<file path="src/rtl/cnn_pkg.sv">
// Shared constants, FSM state encoding and 8-bit quantization for the pool output writer.
// POOL_RELU_EN selects ReLU + unsigned clamp; otherwise signed saturation to -128..127.
package cnn_pkg;

    localparam int CNN_ADDRW = 12;
    localparam int CNN_DATAW = 16;
    localparam int CNN_ACCW  = 20;

    typedef enum logic [1:0] {
        ST_IDLE,
        ST_RUN,
        ST_FLUSH,
        ST_DONE
    } pow_state_t;

    // Clamp on the full-width value first, then keep the low byte.
    function automatic logic [7:0] quantize(input logic signed [31:0] v);
`ifdef POOL_RELU_EN
        if (v < 0)
            return 8'h00;
        else if (v > 127)
            return 8'h7F;
        else
            return v[7:0];
`else
        if (v < -128)
            return 8'h80;
        else if (v > 127)
            return 8'h7F;
        else
            return v[7:0];
`endif
    endfunction

endpackage

</file>
<file path="src/rtl/pool_quantizer.sv">
// Quantizes each accepted max-pool result into the q/q_valid/q_last pipeline register.
// Clamp behaviour follows POOL_RELU_EN through cnn_pkg::quantize.
module pool_quantizer
    import cnn_pkg::*;
#(
    parameter int ACCW = CNN_ACCW
) (
    input  logic            i_clk,
    input  logic            i_rst,
    input  logic            i_accept,
    input  logic            i_valid,
    input  logic [ACCW-1:0] i_data,
    input  logic            i_last,
    output logic [7:0]      o_q,
    output logic            o_q_valid,
    output logic            o_q_last
);

    logic signed [31:0] w_ext;
    logic               w_take;
    logic [7:0]         r_q;
    logic               r_q_valid;
    logic               r_q_last;

    assign w_ext  = 32'($signed(i_data));
    assign w_take = i_valid && i_accept;

    always_ff @(posedge i_clk or posedge i_rst) begin
        if (i_rst) begin
            r_q       <= '0;
            r_q_valid <= 1'b0;
            r_q_last  <= 1'b0;
        end else begin
            r_q_valid <= w_take;
            r_q_last  <= w_take && i_last;
            if (w_take)
                r_q <= quantize(w_ext);
        end
    end

    assign o_q       = r_q;
    assign o_q_valid = r_q_valid;
    assign o_q_last  = r_q_last;

endmodule

</file>
<file path="src/rtl/pool_output_writer.sv">
// Packs quantized pool results into 16-bit words {second, first} and writes them to
// consecutive output SRAM addresses; flushes odd bytes and signals run completion.
module pool_output_writer
    import cnn_pkg::*;
#(
    parameter int ADDRW = CNN_ADDRW,
    parameter int DATAW = CNN_DATAW,
    parameter int ACCW  = CNN_ACCW
) (
    input  logic             clk,
    input  logic             reset_b,
    input  logic             start,
    input  logic             pool_valid,
    input  logic [ACCW-1:0]  pool_data,
    input  logic             pool_last,
    input  logic             all_done,
    output logic             output_sram_write_enable,
    output logic [ADDRW-1:0] output_sram_write_addresss,
    output logic [DATAW-1:0] output_sram_write_data,
    output logic             busy,
    output logic             done
);

    pow_state_t       r_state;
    logic             r_pending;
    logic [7:0]       r_lo;
    logic [ADDRW-1:0] r_addr;
    logic             r_we;
    logic [ADDRW-1:0] r_wr_addr;
    logic [DATAW-1:0] r_wr_data;
    logic             r_busy;
    logic             r_done;

    logic             w_accept;
    logic [7:0]       w_q;
    logic             w_q_valid;
    logic             w_q_last;
    logic             w_active;
    logic             w_wr;
    logic [DATAW-1:0] w_word;

    // A start pulse also discards whatever result arrives in the same cycle.
    assign w_accept = (r_state == ST_RUN) && !start;
    assign w_active = ((r_state == ST_RUN) || (r_state == ST_FLUSH)) && !start;

    pool_quantizer #(
        .ACCW (ACCW)
    ) u_quant (
        .i_clk     (clk),
        .i_rst     (reset_b),
        .i_accept  (w_accept),
        .i_valid   (pool_valid),
        .i_data    (pool_data),
        .i_last    (pool_last),
        .o_q       (w_q),
        .o_q_valid (w_q_valid),
        .o_q_last  (w_q_last)
    );

    always_comb begin
        w_wr   = 1'b0;
        w_word = '0;
        if (w_active) begin
            if (w_q_valid) begin
                if (r_pending) begin
                    w_wr   = 1'b1;
                    w_word = DATAW'({w_q, r_lo});
                end else if (w_q_last) begin
                    w_wr   = 1'b1;
                    w_word = DATAW'({8'h00, w_q});
                end
            end else if ((r_state == ST_FLUSH) && r_pending) begin
                w_wr   = 1'b1;
                w_word = DATAW'({8'h00, r_lo});
            end
        end
    end

    always_ff @(posedge clk or posedge reset_b) begin
        if (reset_b) begin
            r_state   <= ST_IDLE;
            r_pending <= 1'b0;
            r_lo      <= '0;
            r_addr    <= '0;
            r_we      <= 1'b0;
            r_wr_addr <= '0;
            r_wr_data <= '0;
            r_busy    <= 1'b0;
            r_done    <= 1'b0;
        end else begin
            r_we   <= 1'b0;
            r_done <= 1'b0;
            if (w_wr) begin
                r_we      <= 1'b1;
                r_wr_addr <= r_addr;
                r_wr_data <= w_word;
                r_addr    <= r_addr + 1'b1;
            end
            if (start) begin
                r_state   <= ST_RUN;
                r_busy    <= 1'b1;
                r_pending <= 1'b0;
                r_addr    <= '0;
            end else begin
                case (r_state)
                    ST_IDLE: ;
                    ST_RUN, ST_FLUSH: begin
                        if (w_q_valid) begin
                            if (r_pending) begin
                                r_pending <= 1'b0;
                            end else if (!w_q_last) begin
                                r_lo      <= w_q;
                                r_pending <= 1'b1;
                            end
                        end else if (r_state == ST_FLUSH) begin
                            r_pending <= 1'b0;
                            r_state   <= ST_DONE;
                        end
                        if ((r_state == ST_RUN) && all_done)
                            r_state <= ST_FLUSH;
                    end
                    ST_DONE: begin
                        r_done  <= 1'b1;
                        r_busy  <= 1'b0;
                        r_state <= ST_IDLE;
                    end
                    default: r_state <= ST_IDLE;
                endcase
            end
        end
    end

    assign output_sram_write_enable   = r_we;
    assign output_sram_write_addresss = r_wr_addr;
    assign output_sram_write_data     = r_wr_data;
    assign busy                       = r_busy;
    assign done                       = r_done;

endmodule

</file>
<file path="config.mk">
export PLATFORM = sky130hd
export DESIGN_NAME = pool_output_writer
export DESIGN_NICKNAME = d
export VERILOG_FILES = /design/src/rtl/cnn_pkg.sv /design/src/rtl/pool_quantizer.sv /design/src/rtl/pool_output_writer.sv
export SDC_FILE = /design/constraint.sdc
export NUM_CORES = 1
export LEC_CHECK = 0
export ABC_AREA = 1
export CORE_AREA = 8 8 86 88
export DETAILED_ROUTE_END_ITERATION = 8
export DIE_AREA = 0 0 94 96
export PLACE_DENSITY = 0.77
export SYNTH_ARGS = -nofsm -noshare
export SYNTH_HDL_FRONTEND = slang
export SYNTH_HIERARCHICAL = 1
export SYNTH_SLANG_ARGS = --single-unit
</file>
<file path="constraint.sdc">
create_clock -name clk -period 2.27 [get_ports clk]
set_clock_uncertainty 0.1 [all_clocks]
set_input_delay 0.454 -clock clk [delete_from_list [all_inputs] [get_ports clk]]
set_output_delay 0.454 -clock clk [all_outputs]
set_load 0.05 [all_outputs]
</file>
After elaboration in Yosys (flattened, before gate mapping)
Index checks and enable logic that the tools add are counted.
Storage, ports and cells
  register bits after elaboration: 64
  latch bits: 0
  bits in writable memories: 0
  memory bits (read-only): 0
  input bits: 26
  output and inout port bits: 31
  word-level logic and storage cells: 70
  memories kept: 0
Cells by class
  add/subtract/negate cells: 1
  multipliers: 0
  div/mod/pow operators: 0
  $lt $le $gt $ge: 2
  equality and inequality tests: 5
  shifts and indexed selects: 0
  muxes and demuxes: 30
  bitwise logic cells: 3
  reduce and logical (&&, ||, !) cells: 17
Operators by type and width (number)
  2-to-1 mux 16 bit: 3
  2-to-1 mux 8 bit: 4
  2-to-1 mux 12 bit: 2
  greater-than comparator 20 x 8 -> 1 bit (second input constant): 1
  < comparator 20 x 8 -> 1 bit (second input constant): 1
  2-to-1 mux 1 bit: 16
  adder 12 x 1 -> 12 bit (second input constant): 1
  2-to-1 mux 2 bit: 4
  inequality test 4 bit (second input constant): 2
  logical AND 1 bit: 6
  nonzero test 2 bit: 3
  nonzero test 3 bit: 2
  AND reduction 5 bit: 1
  == test 2 bit (second input constant): 2
  case mux 2 bit (2 select lines): 1
  NOT 1 bit: 3
  AND reduction 3 bit: 1
  == test 2 x 1 -> 1 bit (second input constant): 1
  AND reduction 2 bit: 1
  OR reduction 2 bit: 1
  logical NOT 1 bit: 1
  logical OR 1 bit: 1

Longest topological paths before layout
  depth after elaboration: 7
  mapped depth: 10
  gate-level depth less buffers: 10

Cells and area by module
The synthesis kept the hierarchy.
By module, submodules not included
  pool_output_writer: instances 1, cells an instance 296, area an instance 2508.7 um2, sequential area each 1351.3 um2
  pool_quantizer: instances 1, cells an instance 77, area an instance 530.5 um2, sequential area each 250.2 um2

Worst setup path after synthesis
Ideal clock, no wire load.
  path type: flip-flop to flip-flop
  start point: register r_state[0]
  end point: register r_addr[5]
  library setup time: 119 ps
  arrival time: 1504 ps
  required time: 2051 ps
  path slack: 547 ps
  stages on the path, launching flop included: 10
  buffers on the path: 1
  period minus slack after synthesis: 1723 ps
  cell sequence: dfrtp_1 -> inv_1 -> ha_1 -> nor2_4 -> nand2_1 -> nor2_8 -> buf_6 -> nand3_1 -> nand2_1 -> nor2_1
On the way
  word-level cells in the longest chain between the ends: 6
  elaborated cells on any way between the ends: 9
  classes of those cells: eq/ne (2); mux (3); reduce/logical (4)
Ends and longest elaborated chain
  from (decl): RTL line pool_output_writer.sv:24  | pow_state_t r_state;
  from (signal assigned): RTL line pool_output_writer.sv:81  | r_state <= ST_IDLE;
  from (signal assigned): RTL line pool_output_writer.sv:100  | r_state <= ST_RUN;
  from (signal assigned): RTL line pool_output_writer.sv:117  | r_state <= ST_DONE;
  == test 2 bit: RTL line pool_output_writer.sv:44, pool_output_writer.sv:72
  logical AND 1 bit: RTL line pool_output_writer.sv:72  | end else if ((r_state == ST_FLUSH) && r_pending) begin
  2-to-1 mux 1 bit: RTL line pool_output_writer.sv:72
  2-to-1 mux 1 bit: RTL line pool_output_writer.sv:64  | if (w_q_valid) begin
  2-to-1 mux 1 bit *: RTL line pool_output_writer.sv:63  | if (w_active) begin
  nonzero test 2 bit (no source line) *
  to (signal assigned): RTL line pool_output_writer.sv:97  | r_addr <= r_addr + 1'b1;
  to (decl): RTL line pool_output_writer.sv:27  | logic [ADDRW-1:0] r_addr;
Every way passes the cells marked *; elsewhere a longest branch is shown, timed or not.
A chain may end at the register's enable or synchronous reset.

Worst setup path in the final report
  start point: register r_wr_addr[11], in the netlist output_sram_write_addresss[11]
  end point: output output_sram_write_addresss[11]
RTL lines
  from (decl): RTL line pool_output_writer.sv:29  | logic [ADDRW-1:0] r_wr_addr;
  from (signal assigned): RTL line pool_output_writer.sv:95  | r_wr_addr <= r_addr;
  to (decl): RTL line pool_output_writer.sv:18  | output logic [ADDRW-1:0] output_sram_write_addresss,
No word-level cell between the ends.

==> metrics.txt <==
status finished, final reports clean; Worst-path clk slew 0.07 ns; port buffer count 56; Sequential Power Share 0.396; Min Hold Slack 0.347 ns; met3 usage 0.0460; CTS buffer count 9; Multi-input gate area 1240 µm²; initial antenna violation count 0; CTS H-Tree Depth 3; Worst Tran Pin Value 0.514 ns; TritonCTS clock tree built; DR iter-0 viols 118; WP depth 1; busiest layer in global routing met2; Power Dens Cells 1020 nW/µm²; CTS hold repair buffers 0; slew margin rel. 0.656; post-DR vias/cell 4.92; most frequent cells in the layout nand2_1 (137), dfrtp_1 (64), clkdlybuf4s50_1 (56); Clock power frac 0.269; crit path cell chain clkdlybuf4s50_1; CP Launch Type register; reg-to-reg setup timing slack 0.33 ns; fin util 0.647; Detailed Route WL 6.81 mm; antenna-violating nets left 0; Switching Fraction 0.372; CTS Root Cell clkbuf_8; clk buf depth 2; Die Span X 94 µm; final hold violation count 0; P_leak 1.93 nW; Slew Viols, Final 0; Pwr Total 4.04 mW; final setup margin 0.173 ns; via count 2558; max incr delay on CP 0.82 ns; met1 Track Usage GR 0.201; sequential area share after synthesis 0.527; Cell Area, Synth 3040 µm²; RR Startpoint r_state[0]$_DFFE_PP0P_; Setup Buffers After CTS 0; First-pass DRT Iterations 4; RD Place Congestion 0.827; Sink Count 64; cells after synthesis 373; Tightest Hold Check Type in2async; Mean Syn Cell Area 8.15 µm²; die area 9020 µm²; Inst Count DP 505; Setup Viol. Count Final 0; Psw 1.51 mW; final instance area 3950 µm²; Yosys warning total 6; final std cells w/o fill 520; fraction of layout cells with a size suffix above 1 0.0858; Pint 2.54 mW; area occupied by registers 1600 µm²; Initial Util 0.499; Setup TNS Final 0 ns; placed cell areas 3730 µm²; Seq cells post-synth 64; antenna cells 0; achievable frequency 477 MHz; Critical Path RT 1.72 ns; Max Cap Viol 0; num ports 57; Mapped Nets 404; HPWL after DPL 5.02 mm; slowest stage cell, crit path clkdlybuf4s50_1; family with the most delay on the worst path buffers and inverters; pre-CTS WS 0.225 ns; post-layout net count 470; most common cell after layout, fill and taps aside nand2_1; filler cell count 521; drt wl/cell 13.1 µm; worst endpoint data arrival time 1.54 ns; RSZ-0062 raised after global routing no; CP Class reg2out; Worst-Skew Late Latency 0.34 ns; final period utilization 0.924; first-pass GRT wire length 11.7 mm; worst-path maximum fanout 2; Tmin final 2.10 ns; Critical R2R Capture output_sram_write_addresss[1]$_DFFE_PP0P_; met2 GRT Util 0.259; overall routing resource usage 0.164; Placeable Area 6100 µm²; die span in y 96 µm; Synth cell types 27; Layout area overhead 29.8%; Crit. End Element primary output; post_cts resized 0; row cnt 29; Worst VDD drop 0.651 mV; remaining global-route overflow 0; via count of the first global-routing pass 2560; R2R cell count 7; # DRC 0; Worst Path Buf+Inv 1; Combinational Power Share 0.335; largest net degree at the start of global routing 55
[worst max path at each step]
stage / startpoint / to / slack [ns]
final: output_sram_write_addresss[11]$_DFFE_PP0P_ / output_sram_write_addresss[11] / 0.17
after floorplan: reset_b / busy$_DFFE_PP0P_ / 0.40
after global placement: start / output_sram_write_data[3]$_DFFE_PP0P_ / 0.29
after CTS: output_sram_write_addresss[11]$_DFFE_PP0P_ / output_sram_write_addresss[11] / 0.16
after global routing: output_sram_write_data[12]$_DFFE_PP0P_ / output_sram_write_data[12] / 0.12
after detailed placement: start / output_sram_write_addresss[1]$_DFFE_PP0P_ / 0.23
[synth_stat cells (all sizes together)]
| cell type | number | area (µm²) |
|---|---|---|
| ha | 5 | 62.6 |
| nor2 | 46 | 215 |
| clkbuf | 2 | 7.51 |
| buf | 10 | 70.1 |
| nand3 | 28 | 150 |
| dfrtp | 64 | 1600 |
| o31ai | 1 | 7.51 |
| and2 | 1 | 6.26 |
| o21ai | 16 | 80.1 |
| o211ai | 3 | 22.5 |
| nand2 | 139 | 532 |
| nand4 | 9 | 56.3 |
| inv | 32 | 120 |
| a21oi | 11 | 70.1 |
| a31oi | 6 | 37.5 |
[kinds of logic (layout without fill, tap and decap cells)]
family	Yosys count	count (layout)	synth area share
AOI/OAI and AO/OA	37	37	0.0716
adders and majority gates	5	5	0.0206
and+or+nand+nor	223	223	0.316
DFF	64	64	0.527
buffers and inverters	44	114	0.0650
[flip-flops by register name, indices dropped and copies added (netlist names)]
signal                      cells
done                            1
output_sram_write_addresss     12
busy                            1
u_quant/o_q                     8
r_lo                            8
u_quant/o_q_valid               1
r_addr                         12
u_quant/o_q_last                1
output_sram_write_data         16
output_sram_write_enable        1
r_pending                       1
r_state                         2
[power groups by stage]
stage | sequential (mW) | combinational (mW) | clock, mW
floorplan | 1.94 | 0.569 | 0
global placement | 1.61 | 1.33 | 0
detailed placement | 1.62 | 1.36 | 0
CTS | 1.60 | 1.37 | 1.11
global route | 1.64 | 1.48 | 1.16
finish | 1.60 | 1.35 | 1.09
[layout make-up]
cell class | count | area share
tap | 77 | 0.0244
clock buffer | 12 | 0.0393
clock inverter | 3 | 0.0165
multi-input combinational | 265 | 0.314
inverter | 32 | 0.0304
timing repair buffer | 67 | 0.169
sequential | 64 | 0.406
[routing by layer]
metal | routed length [µm] | up-vias | part of all wire
li1 | - | 1317 | -
met1 | 3090 | 1159 | 0.45
met2 | 3190 | 73 | 0.47
met3 | 417 | 9 | 0.061
met4 | 110 | 0 | 0.016
met5 | 0 | - | 0
Power figures use the tool's default switching activity.
